===== config.mk =====
export PLATFORM = sky130hd
export DESIGN_NAME = keyed_seq_fsm
export DESIGN_NICKNAME = d
export VERILOG_FILES = /design/src/rtl/keyed_seq_fsm.sv
export SDC_FILE = /design/constraint.sdc
export NUM_CORES = 1
export LEC_CHECK = 0
export CAP_MARGIN = 25
export CORE_MARGIN = 2
export CORE_UTILIZATION = 53
export CTS_BUF_LIST = sky130_fd_sc_hd__clkbuf_4 sky130_fd_sc_hd__clkbuf_8
export CTS_CLUSTER_SIZE = 20
export DETAILED_ROUTE_END_ITERATION = 8
export GPL_TIMING_DRIVEN = 0
export PLACE_DENSITY = 0.91
export SYNTH_ARGS = -nofsm -noshare
export SYNTH_HDL_FRONTEND = slang
export SYNTH_SLANG_ARGS = --single-unit

===== constraint.sdc =====
create_clock -name clk -period 3.08 [get_ports clk]
set_input_delay 0.616 -clock clk [delete_from_list [all_inputs] [get_ports clk]]
set_output_delay 0.616 -clock clk [all_outputs]
set_load 0.01 [all_outputs]

===== src/rtl/keyed_seq_fsm.sv =====
// rtl/keyed_seq_fsm.sv - key-locked sequencing FSM with decoy twin states
// Each state is a functional index plus a genuine/decoy mode; illegal codes recover to S0.
module keyed_seq_fsm #(
   parameter int               NUM_ST      = 8,
   parameter int               KEY_W       = 4,
   parameter logic [KEY_W-1:0] CORRECT_KEY = 4'b1010,
   parameter int               OUT_W       = 16,
   parameter int               LOCK_THRESH = 5
) (
   input  logic             clk,
   input  logic             rst,
   input  logic             adv,
   input  logic             restart,
   input  logic [KEY_W-1:0] keyinput,
   output logic [OUT_W-1:0] y
);

   localparam int IW = (NUM_ST > 1) ? $clog2(NUM_ST) : 1;
   localparam int CW = (LOCK_THRESH > 0) ? $clog2(LOCK_THRESH + 1) : 1;

   // one-hot-ish mode code so that 2'b00 and 2'b11 are detectably illegal
   typedef enum logic [1:0] {
      MODE_S = 2'b01,
      MODE_D = 2'b10
   } mode_t;

   mode_t           mode, mode_nxt;
   logic [IW-1:0]   idx, idx_nxt;
   logic [CW-1:0]   mis_cnt, mis_nxt;
   logic [OUT_W-1:0] y_nxt;

   function automatic logic [OUT_W-1:0] pat(input int i);
      logic [OUT_W-1:0] p;
      p = '0;
      for (int b = 0; b < OUT_W; b++) begin
         p[b] = (b == (i % OUT_W)) || (b == ((i + NUM_ST) % OUT_W));
      end
      return p;
   endfunction

   always_ff @(posedge clk) begin
      if (!rst) begin
         mode    <= MODE_S;
         idx     <= '0;
         mis_cnt <= '0;
         y       <= '0;
      end else begin
         mode    <= mode_nxt;
         idx     <= idx_nxt;
         mis_cnt <= mis_nxt;
         y       <= y_nxt;
      end
   end

   always_comb begin
      int   cur;
      int   tgt;
      logic hold;
      logic legal;
      logic key_bad;

      mode_nxt = MODE_S;
      idx_nxt  = '0;
      mis_nxt  = mis_cnt;
      y_nxt    = y;
      cur      = int'(idx);
      tgt      = 0;
      hold     = 1'b0;
      key_bad  = 1'b0;

      legal = ((mode == MODE_S) && (cur < NUM_ST)) ||
              ((mode == MODE_D) && (cur >= 1) && (cur <= KEY_W));

      if (!legal) begin
         y_nxt = pat(0);
      end else begin
         if (restart)  tgt = 0;
         else if (adv) tgt = (cur + 1) % NUM_ST;
         else          hold = 1'b1;

         // constant-index key compare keeps the selects at natural width
         for (int k = 1; k <= KEY_W; k++) begin
            if (tgt == k) key_bad = (keyinput[k-1] != CORRECT_KEY[k-1]);
         end

         if (hold) begin
            mode_nxt = mode;
            idx_nxt  = idx;
            if (mode == MODE_S) y_nxt = pat(cur);
         end else if (key_bad) begin
            mode_nxt = MODE_D;
            idx_nxt  = IW'(tgt);
            if (int'(mis_cnt) < LOCK_THRESH) mis_nxt = mis_cnt + CW'(1);
            y_nxt = (int'(mis_nxt) < LOCK_THRESH) ? pat(tgt) : ~pat(tgt);
         end else begin
            mode_nxt = MODE_S;
            idx_nxt  = IW'(tgt);
            y_nxt    = pat(tgt);
         end
      end
   end

endmodule

==> results.tsv, run 1 <==
stage	metric	value	unit
detailed_routing	via/cell ratio	5.89	
worst_setup_path	R2R Path End	mis_cnt[0]	
timing	fin. max-slew vios	0	
clocking	TritonCTS buffer count	3	
floorplan	row cnt	17	
clocking	clk slew on worst S/H paths	100	ps
worst_setup_path	crit-path max FO	8	
global_routing	number of global-route vias before repair	1097	
worst_setup_path	Crit. Startpoint	idx[2]	
timing	Worst-Margin Slew	542	ps
floorplan	Initial Util	0.554	
timing	final setup violating endpoints	0	
clocking	CTS H-tree depth	1	
logic_synthesis	synthesized net count	164	
clocking	hold buffer count at CTS	0	
worst_setup_path	Critical Path End	mis_cnt[0]	
global_routing	grt ovf	0	
detailed_routing	via count	1184	
timing	final hold slack	519	ps
logic_synthesis	post-synthesis sequential area ratio	0.266	
clocking	clk buf depth	2	
worst_setup_path	Crit. End Element	register	
worst_setup_path	Setup CP Type	register to register	
worst_setup_path	FF-to-FF Start	idx[2]	
power_and_ir_drop	leak pwr	0.551	nW
logic_synthesis	Top FF cell, synth	dfxtp_1	
worst_setup_path	Worst EP arrival	2770	ps
cells_and_area	post-route cell area	1470	µm²
logic_synthesis	mux share of post-synthesis cell area	0.00832	
clocking	post_cts resized	0	
outcome	run status	finished clean	
timing	relative max-transition margin	0.638	
timing	TNS Setup	0	ps
timing	Final period util	0.836	
logic_synthesis	Mapped Area	1200	µm²
cells_and_area	nets@finish	189	
hold_path	Hold WC Path Type	register to register	
global_routing	pin count of the biggest net entering global routing	11	
power_and_ir_drop	Overall Power	0.472	mW
power_and_ir_drop	Clock Power Share	0.304	
power_and_ir_drop	Worst VDD drop	0.000280	V
timing	Setup Skew	4.08	ps
cells_and_area	# diodes	0	
placement	Post-DP Area	1440	µm²
flow_run	maxcap violations	0	
logic_synthesis	area leader, netlist	dfxtp_1	
placement	post-DP HPWL	2130	µm
detailed_routing	drt drc	0	
power_and_ir_drop	switching share of power	0.292	
power_and_ir_drop	Power Dens Cells	320	nW/µm²
worst_setup_path	Worst R2R Setup Slack	500	ps
global_routing	initial antenna violation count	0	
global_routing	global-route wire length before repair	4880	µm
floorplan	Chip Width	51.6	µm
logic_synthesis	Post-Synth XOR/XNOR Area	0.00728	
clocking	CTS Root Cell	clkbuf_4	
logic_synthesis	main area contributors after synthesis	dfxtp_1, a21oi_1, ha_1	
logic_synthesis	Ys Warns	0	
power_and_ir_drop	Reg power frac	0.468	
clocking	TritonCTS clock tree	built	
placement	GP Congestion	0.966	
placement	IO Port Bufs	20	
power_and_ir_drop	Psw	0.137	mW
timing	fmax	388	MHz
detailed_routing	routed wire length	2900	µm
worst_setup_path	Worst Setup Start Kind	register	
timing	crit path time final	2580	ps
global_routing	GRT Overall Usage	0.246	
floorplan	Core ar.	2170	µm²
power_and_ir_drop	Logic pwr share	0.229	
power_and_ir_drop	Int Pwr	0.334	mW
detailed_routing	post-detailed-route count of antenna-violating nets	0	
logic_synthesis	post-synthesis cell type count	42	
clocking	# clock sinks	16	
floorplan	Boundary Pins	24	
timing	final hold vios	0	
timing	RSZ-0062 raised after global routing	no	
logic_synthesis	synth cell count leaders	a21oi_1, nand2_1, dfxtp_1	
logic_synthesis	Synth Area in Adders	0.0728	
cells_and_area	share of layout cells above drive strength 1	0.156	
logic_synthesis	largest family of logic cells by synthesized area	simple AND/OR/NAND/NOR gates	
cells_and_area	Synth-to-Final Area Change	22.6	%
floorplan	die height	51.6	µm
logic_synthesis	top cell type's share of synthesized area	0.266	
detailed_routing	Routed WL per cell	14.4	µm
floorplan	DIE AREA	2670	µm²
detailed_routing	Starting DRT DRC Count	30	
logic_synthesis	FFs w/ async S/R, synth	0	
clocking	Post-CTS Setup Bufs	0	
worst_setup_path	Required @ worst endpoint	3280	ps
worst_setup_path	worst-case reg-to-reg path depth	7	
logic_synthesis	Mean Syn Cell Area	8.07	µm²
logic_synthesis	area fraction in compound gates after synthesis	0.267	
detailed_routing	drt pass-1 iters	4	
logic_synthesis	Seq cells post-synth	16	
logic_synthesis	cells after synthesis	149	
clocking	Skew-Pair Late Insertion Delay	300	ps
logic_synthesis	simple-gate share of the synthesized area	0.275	
logic_synthesis	number of synthesized flops with an enable pin	0	
[routing by layer]
metal	vias up	wire (µm)	global-route usage
met2	49	1350	0.385
met1	553	1290	0.318
met4	0	69	0.145
met5	-	0	0
met3	7	181	0.0374
li1	575	-	-
[power by group through the flow]
stage / Clock (mW) / Combinational (mW) / Sequential (mW)
floorplan: 0 / 0.0714 / 0.225
global placement: 0 / 0.103 / 0.224
detailed placement: 0 / 0.106 / 0.225
CTS: 0.145 / 0.106 / 0.220
global route: 0.158 / 0.118 / 0.221
finish: 0.143 / 0.108 / 0.220
[logic make-up after synthesis]
logic type               Yosys count
buffers and inverters             21
XOR/XNOR                           1
AND/OR/NAND/NOR                   60
flip-flops                        16
AO/OA/AOI/OAI                     43
adder cells (fa/ha/maj)            7
multiplexers                       1
[registers in the layout, indices dropped and copies added (netlist names)]
signal,count
idx,3
y,8
mis_cnt,3
mode,2
[layout make-up]
type	instances	area [µm²]
sequential	16	320
timing repair buffer	20	200
tap	28	35.0
buffer	17	109
multi-input combinational	112	758
clock buffer	4	36.3
fill	188	696
inverter	4	15.0
[cell usage in the layout (no fill, tap or decap), types with 3 or more instances in the layout]
| cell type | instances |
|---|---|
| nand2b_1 | 3 |
| dfxtp_1 | 16 |
| nor2b_1 | 5 |
| buf_4 | 9 |
| a21oi_1 | 20 |
| clkbuf_4 | 3 |
| buf_2 | 3 |
| nor3_1 | 3 |
| nor2_1 | 8 |
| ha_1 | 7 |
| nand2_1 | 20 |
| nand3_1 | 7 |
| o21ai_1 | 3 |
| inv_1 | 4 |
| clkdlybuf4s50_1 | 20 |
| or2_1 | 3 |
| clkbuf_1 | 4 |
| o21ai_0 | 3 |
[worst max-delay path: stages, from the launching register on]
cell	delay (ps)
dfxtp_1	490
inv_1	140
ha_1	410
nor2b_1	490
nand3_1	210
a31oi_4	250
nand3_1	170
o311a_1	320
[worst min-delay path by stage]
stage	slack [ps]	startpoint	end	cells after the start
2_1_floorplan	470	mis_cnt[1]	mis_cnt[1]	2
3_3_place_gp	480	mis_cnt[1]	mis_cnt[1]	2
3_5_place_dp	510	mis_cnt[1]	mis_cnt[1]	2
4_1_cts	520	mis_cnt[1]	mis_cnt[1]	2
5_1_grt	530	mis_cnt[1]	mis_cnt[1]	2
6_report	520	mis_cnt[1]	mis_cnt[1]	2
[metrics by stage]
stage / cells / worst slack [ps] / utilization
3_5_place_dp: 197 / 537 / 0.663
3_3_place_gp: 197 / 599 / 0.663
5_1_grt: 201 / 301 / 0.679
2_1_floorplan: 149 / 834 / -
6_report: 201 / 505 / 0.679
4_1_cts: 201 / 521 / 0.679
No activity file was read; power rests on OpenSTA's default activity.
==> run 2, diff against run 1 <==
--- a/config.mk
+++ b/config.mk
@@ -7,12 +7,12 @@
 export LEC_CHECK = 0
 export CAP_MARGIN = 25
 export CORE_MARGIN = 2
-export CORE_UTILIZATION = 53
+export CORE_UTILIZATION = 48
 export CTS_BUF_LIST = sky130_fd_sc_hd__clkbuf_4 sky130_fd_sc_hd__clkbuf_8
 export CTS_CLUSTER_SIZE = 20
 export DETAILED_ROUTE_END_ITERATION = 8
 export GPL_TIMING_DRIVEN = 0
-export PLACE_DENSITY = 0.91
+export PLACE_DENSITY = 0.87
 export SYNTH_ARGS = -nofsm -noshare
 export SYNTH_HDL_FRONTEND = slang
 export SYNTH_SLANG_ARGS = --single-unit
==> constraint.sdc (replaced) <==
create_clock -name clk -period 2.1 [get_ports clk]
set_input_delay 0.42 -clock clk [delete_from_list [all_inputs] [get_ports clk]]
set_output_delay 0.42 -clock clk [all_outputs]
set_load 0.01 [all_outputs]
==> results.tsv, run 2 (synthesis gave the netlist of run 1 again) <==
stage	metric	value	unit	change
outcome	run status	finished with violations		was finished clean
outcome	violated checks	negative setup slack		
timing	crit path time final	2120	ps	was 2580 ps
placement	GP Congestion	0.919		was 0.966
global_routing	initial antenna violation count	0		unchanged
clocking	clk buf depth	2		unchanged
worst_setup_path	Worst EP arrival	2350	ps	was 2770 ps
global_routing	GRT Overall Usage	0.247		was 0.246
cells_and_area	# diodes	0		unchanged
placement	setup slack after placement	-223	ps	was 537 ps
floorplan	Chip Width	54.1	µm	was 51.6 µm
cells_and_area	Util after Layout	0.690		was 0.679
hold_path	Hold WC Path Type	primary input to register		was register to register
hold_path	hold path start	adv		was mis_cnt[1]
clocking	# clock sinks	16		unchanged
detailed_routing	Starting DRT DRC Count	88		was 30
power_and_ir_drop	leak pwr	0.646	nW	was 0.551 nW
worst_setup_path	Crit. Startpoint	idx[0]		was idx[2]
detailed_routing	Routed WL per cell	16.2	µm	was 14.4 µm
floorplan	Boundary Pins	24		unchanged
detailed_routing	via count	1301		was 1184
worst_setup_path	Setup CP Type	register to register		unchanged
global_routing	pin count of the biggest net entering global routing	11		unchanged
cells_and_area	nets@finish	201		was 189
cells_and_area	share of layout cells above drive strength 1	0.303		was 0.156
worst_setup_path	Crit. End Element	register		unchanged
floorplan	Initial Util	0.494		was 0.554
cells_and_area	most common cell after layout, fill and taps aside	clkdlybuf4s50_1		
timing	fmax	472	MHz	was 388 MHz
timing	final worst slack	-17.3	ps	was 505 ps
flow_run	maxcap violations	0		unchanged
floorplan	Core ar.	2430	µm²	was 2170 µm²
detailed_routing	via/cell ratio	6.05		was 5.89
power_and_ir_drop	Power Dens Cells	440	nW/µm²	was 320 nW/µm²
placement	IO Port Bufs	20		unchanged
timing	final hold slack	418	ps	was 519 ps
placement	Placed Cells	199		was 197
clocking	TritonCTS clock tree	built		unchanged
cells_and_area	Synth-to-Final Area Change	39.5	%	was 22.6%
global_routing	grt ovf	0		unchanged
timing	fin. max-slew vios	0		unchanged
detailed_routing	drt drc	0		unchanged
timing	relative max-transition margin	0.558		was 0.638
detailed_routing	drt pass-1 iters	8		was 4
global_routing	number of global-route vias before repair	1143		was 1097
clocking	CTS H-tree depth	1		unchanged
detailed_routing	routed wire length	3490	µm	was 2900 µm
global_routing	global-route wire length before repair	5140	µm	was 4880 µm
worst_setup_path	FF-to-FF Start	idx[0]		was idx[2]
timing	Worst-Margin Slew	656	ps	was 542 ps
clocking	Skew-Pair Late Insertion Delay	300	ps	about the same
cells_and_area	max reg flops	8		unchanged
power_and_ir_drop	Worst VDD drop	0.000333	V	was 0.000280 V
floorplan	DIE AREA	2920	µm²	was 2670 µm²
timing	Final period util	1.01		was 0.836
timing	Setup Skew	3.82	ps	was 4.08 ps
clocking	TritonCTS buffer count	3		unchanged
cells_and_area	fin cells	215		was 201
floorplan	die height	54.1	µm	was 51.6 µm
clocking	CTS Root Cell	clkbuf_4		unchanged
detailed_routing	post-detailed-route count of antenna-violating nets	0		unchanged
worst_setup_path	Worst Setup Start Kind	register		unchanged
worst_setup_path	crit-path max FO	3		was 8
worst_setup_path	Required @ worst endpoint	2330	ps	was 3280 ps
cells_and_area	most frequent cells in the layout	clkdlybuf4s50_1, a21oi_1, nand2_1, buf_4, dfxtp_1		was nand2_1, a21oi_1, clkdlybuf4s50_1
placement	post-DP HPWL	2220	µm	was 2130 µm
clocking	clk slew on worst S/H paths	100	ps	about the same
timing	final setup violating endpoints	1		was 0
floorplan	row cnt	18		was 17
cells_and_area	Largest Register	y		unchanged
cells_and_area	Largest regs	y x8, idx x3, mis_cnt x3		unchanged
timing	final hold vios	0		unchanged
-- run 2: cell types whose count changed in the layout (fill, tap and decap cells not counted), moves of 3 or more --
cell	change
buf_4	+9
dfxtp_1	-3
ha_4	+3
ha_1	-3
dfxtp_4	+3
buf_6	+4
-- run 2: layout make-up --
class / instances / area [µm²]
clock buffers: 4 / 36.3
multi-input cells: 112 / 841
fillers: 179 / 754
repair buffers: 32 / 302
well taps: 30 / 37.5
inverters: 4 / 15.0
flip-flops and latches: 16 / 332
plain buffers: 17 / 115
-- run 2: where the power goes --
| part | total [mW] | internal [mW] | switching [mW] |
|---|---|---|---|
| sequential | 0.321 | 0.311 | 0.0103 |
| clock | 0.216 | 0.106 | 0.110 |
| combinational | 0.201 | 0.0959 | 0.105 |
-- run 2: per-layer routing --
metal,wire length (µm),vias up,part of all wire,GRT usage
li1,-,598,-,-
met2,1760,86,0.50,0.419
met1,1290,599,0.37,0.292
met3,335,18,0.096,0.0500
met5,0,-,0,0
met4,106,0,0.030,0.129
-- run 2: worst max-delay path, cell delays in order, from the launching register on --
cell and delay, ps:
dfxtp_4 370, buf_4 130, ha_1 240, nor4_1 520, o31ai_2 210, buf_4 190
nand3_2 60, buf_4 130, mux2i_1 190
-- run 2: worst paths after layout --
kind / end / slack (ps) / cells past startpoint
setup / recovery: mis_cnt[1] / -20 / 8
hold / removal: idx[2] / 420 / 2
setup reg to reg: mis_cnt[1] / -20 / 8
hold reg to reg: y[7] / 490 / 2
-- run 2: what timing repair did --
action / CTS / global route
setup buffers: 7 / 4
pin swaps: 3 / 10
endpoints found under the setup margin: 13 / 13
cloned: 1 / 0
resized for setup: 12 / 15
hold buffers: 0 / 0
-- run 2: per-stage QoR --
stage | instance area (µm²) | power, mW | TNS, ps
final | 1680 | 0.739 | -17.3
after global routing | 1680 | 0.763 | -86.5
after CTS | 1600 | 0.719 | 0
after detailed placement | 1460 | 0.492 | -1580
after global placement | 1460 | 0.486 | -775
after floorplan | 1220 | 0.440 | 0
==> run 3, diff against run 2 <==
--- a/config.mk
+++ b/config.mk
@@ -6,13 +6,16 @@
 export NUM_CORES = 1
 export LEC_CHECK = 0
 export CAP_MARGIN = 25
+export CELL_PAD_IN_SITES_DETAIL_PLACEMENT = 0
+export CELL_PAD_IN_SITES_GLOBAL_PLACEMENT = 2
 export CORE_MARGIN = 2
-export CORE_UTILIZATION = 48
+export CORE_UTILIZATION = 28
 export CTS_BUF_LIST = sky130_fd_sc_hd__clkbuf_4 sky130_fd_sc_hd__clkbuf_8
 export CTS_CLUSTER_SIZE = 20
 export DETAILED_ROUTE_END_ITERATION = 8
 export GPL_TIMING_DRIVEN = 0
 export PLACE_DENSITY = 0.87
+export SETUP_SLACK_MARGIN = 0.15
 export SYNTH_ARGS = -nofsm -noshare
 export SYNTH_HDL_FRONTEND = slang
 export SYNTH_SLANG_ARGS = --single-unit
==> results.tsv, run 3 (synthesis gave the netlist of run 1 again) <==
stage	metric	value	unit	change
timing	Worst-Margin Slew	605	ps	was 656 ps
cells_and_area	most frequent cells in the layout	buf_4, clkdlybuf4s50_1, nand2_1		was clkdlybuf4s50_1, a21oi_1, nand2_1, buf_4, dfxtp_1
worst_setup_path	Crit path largest cell delay	370	ps	was 520 ps
global_routing	initial antenna violation count	0		unchanged
placement	setup slack after placement	-89.5	ps	was -223 ps
timing	final worst slack	-51.7	ps	was -17.3 ps
floorplan	Initial Util	0.296		was 0.494
timing	Final period util	1.02		was 1.01
timing	fmax	465	MHz	was 472 MHz
placement	GP Congestion	0.818		was 0.919
detailed_routing	drt drc	0		unchanged
cells_and_area	Largest regs	y x8, idx x3, mis_cnt x3		unchanged
worst_setup_path	crit-path cells	ha_4 > ha_4 > nand2_2 > or3_4 > a31oi_4 > buf_6 > buf_6 > a21oi_2 > or2_1		was buf_4 > ha_1 > nor4_1 > o31ai_2 > buf_4 > nand3_2 > buf_4 > mux2i_1
detailed_routing	Routed WL per cell	14.2	µm	was 16.2 µm
cells_and_area	max reg flops	8		unchanged
clocking	clk slew on worst S/H paths	70	ps	was 100 ps
placement	Placed Cells	219		was 199
power_and_ir_drop	Power Dens Cells	457	nW/µm²	was 440 nW/µm²
floorplan	row cnt	23		was 18
clocking	TritonCTS clock tree	built		unchanged
timing	Setup Skew	2.44	ps	was 3.82 ps
worst_setup_path	crit-path max FO	6		was 3
hold_path	Hold WC Path Type	primary input to register		unchanged
floorplan	DIE AREA	4830	µm²	was 2920 µm²
placement	Post-DP Area	1520	µm²	was 1460 µm²
worst_setup_path	Crit path max-delay family	simple AND/OR/NAND/NOR gates		unchanged
detailed_routing	post-detailed-route count of antenna-violating nets	0		unchanged
timing	relative max-transition margin	0.596		was 0.558
clocking	Skew-Pair Late Insertion Delay	250	ps	was 300 ps
clocking	# clock sinks	16		unchanged
cells_and_area	share of layout cells above drive strength 1	0.326		was 0.303
timing	crit path time final	2150	ps	was 2120 ps
detailed_routing	via count	1224		was 1301
worst_setup_path	Worst EP arrival	2290	ps	was 2350 ps
cells_and_area	fillers	395		was 179
timing	RSZ-0062 raised after global routing	yes		
detailed_routing	via/cell ratio	5.16		was 6.05
floorplan	Boundary Pins	24		unchanged
outcome	violated checks	negative setup slack		unchanged
cells_and_area	Synth-to-Final Area Change	45.8	%	was 39.5%
cells_and_area	fin cells	237		was 215
floorplan	die height	69.5	µm	was 54.1 µm
global_routing	pin count of the biggest net entering global routing	11		unchanged
cells_and_area	# diodes	0		unchanged
worst_setup_path	slowest cell on the critical path	dfxtp_4		was nor4_1
timing	fin. max-slew vios	0		unchanged
global_routing	grt ovf	0		unchanged
power_and_ir_drop	leak pwr	0.650	nW	was 0.646 nW
detailed_routing	routed wire length	3370	µm	was 3490 µm
global_routing	global-route wire length before repair	5550	µm	was 5140 µm
placement	IO Port Bufs	20		unchanged
placement	post-DP HPWL	2300	µm	was 2220 µm
power_and_ir_drop	Overall Power	0.800	mW	was 0.739 mW
detailed_routing	Starting DRT DRC Count	25		was 88
worst_setup_path	WP buf/inv	2		was 3
clocking	hold buffer count at CTS	0		unchanged
worst_setup_path	Worst Setup Start Kind	register		unchanged
cells_and_area	nets@finish	203		was 201
outcome	run status	finished with violations		unchanged
timing	final hold vios	0		unchanged
timing	final setup violating endpoints	2		was 1
floorplan	Core ar.	4060	µm²	was 2430 µm²
clocking	clk buf depth	2		unchanged
timing	final hold slack	474	ps	was 418 ps
clocking	CTS Root Cell	clkbuf_8		was clkbuf_4
cells_and_area	Largest Register	y		unchanged
worst_setup_path	Crit. End Element	register		unchanged
clocking	CTS H-tree depth	1		unchanged
flow_run	maxcap violations	0		unchanged
global_routing	number of global-route vias before repair	1200		was 1143
global_routing	GRT Overall Usage	0.139		was 0.247
power_and_ir_drop	Worst VDD drop	0.000228	V	was 0.000333 V
worst_setup_path	Required @ worst endpoint	2240	ps	was 2330 ps
clocking	TritonCTS buffer count	3		unchanged
cells_and_area	post-route cell area	1750	µm²	was 1680 µm²
worst_setup_path	Setup CP Type	register to register		unchanged
detailed_routing	drt pass-1 iters	4		was 8
floorplan	Chip Width	69.5	µm	was 54.1 µm
run 3: worst paths after layout:
check / start / to / slack [ps] / cells past startpoint
hold reg to reg: mis_cnt[1] / mis_cnt[1] / 490 / 2
setup / recovery: idx[1] / mode[0] / -50 / 9
setup reg to reg: idx[1] / mode[0] / -50 / 9
hold / removal: adv / idx[2] / 470 / 2
run 3: routing by layer:
layer,up-vias,track usage,wire [µm]
met5,-,0,0
met4,0,0.0479,44
met3,6,0.0189,135
met2,29,0.248,1700
met1,592,0.170,1490
li1,597,-,-
run 3: area by class of cell:
| class | count | area, µm² | area share |
|---|---|---|---|
| inverter | 4 | 17.5 | 0.00999 |
| multi-input combinational | 112 | 855 | 0.488 |
| sequential | 16 | 332 | 0.189 |
| buffer | 17 | 115 | 0.0657 |
| timing repair buffer | 34 | 317 | 0.181 |
| tap | 50 | 62.6 | 0.0357 |
| clock buffer | 4 | 55.1 | 0.0314 |
run 3: what timing repair did:
item	CTS	global route
setup endpoints to repair	14	13
pin swaps	8	9
buffers inserted	7	6
gates cloned	1	0
resized for setup	12	9
run 3: metrics by stage:
stage,utilization,TNS (ps)
4_1_cts,0.412,0
3_3_place_gp,0.375,-260
6_report,0.432,-65.8
5_1_grt,0.432,-534
2_1_floorplan,-,0
3_5_place_dp,0.375,-417
run 3: power by group:
group	switching [mW]	internal [mW]
sequential	0.0109	0.311
clock	0.110	0.166
combinational	0.103	0.0992
total	0.224	0.577
run 3: worst register-to-register path, stage by stage, from the launching register on:
cell and delay [ps]:
dfxtp_4 370, ha_4 170, ha_4 310, nand2_2 90
or3_4 350, a31oi_4 250, buf_6 140, buf_6 120
a21oi_2 40, or2_1 200
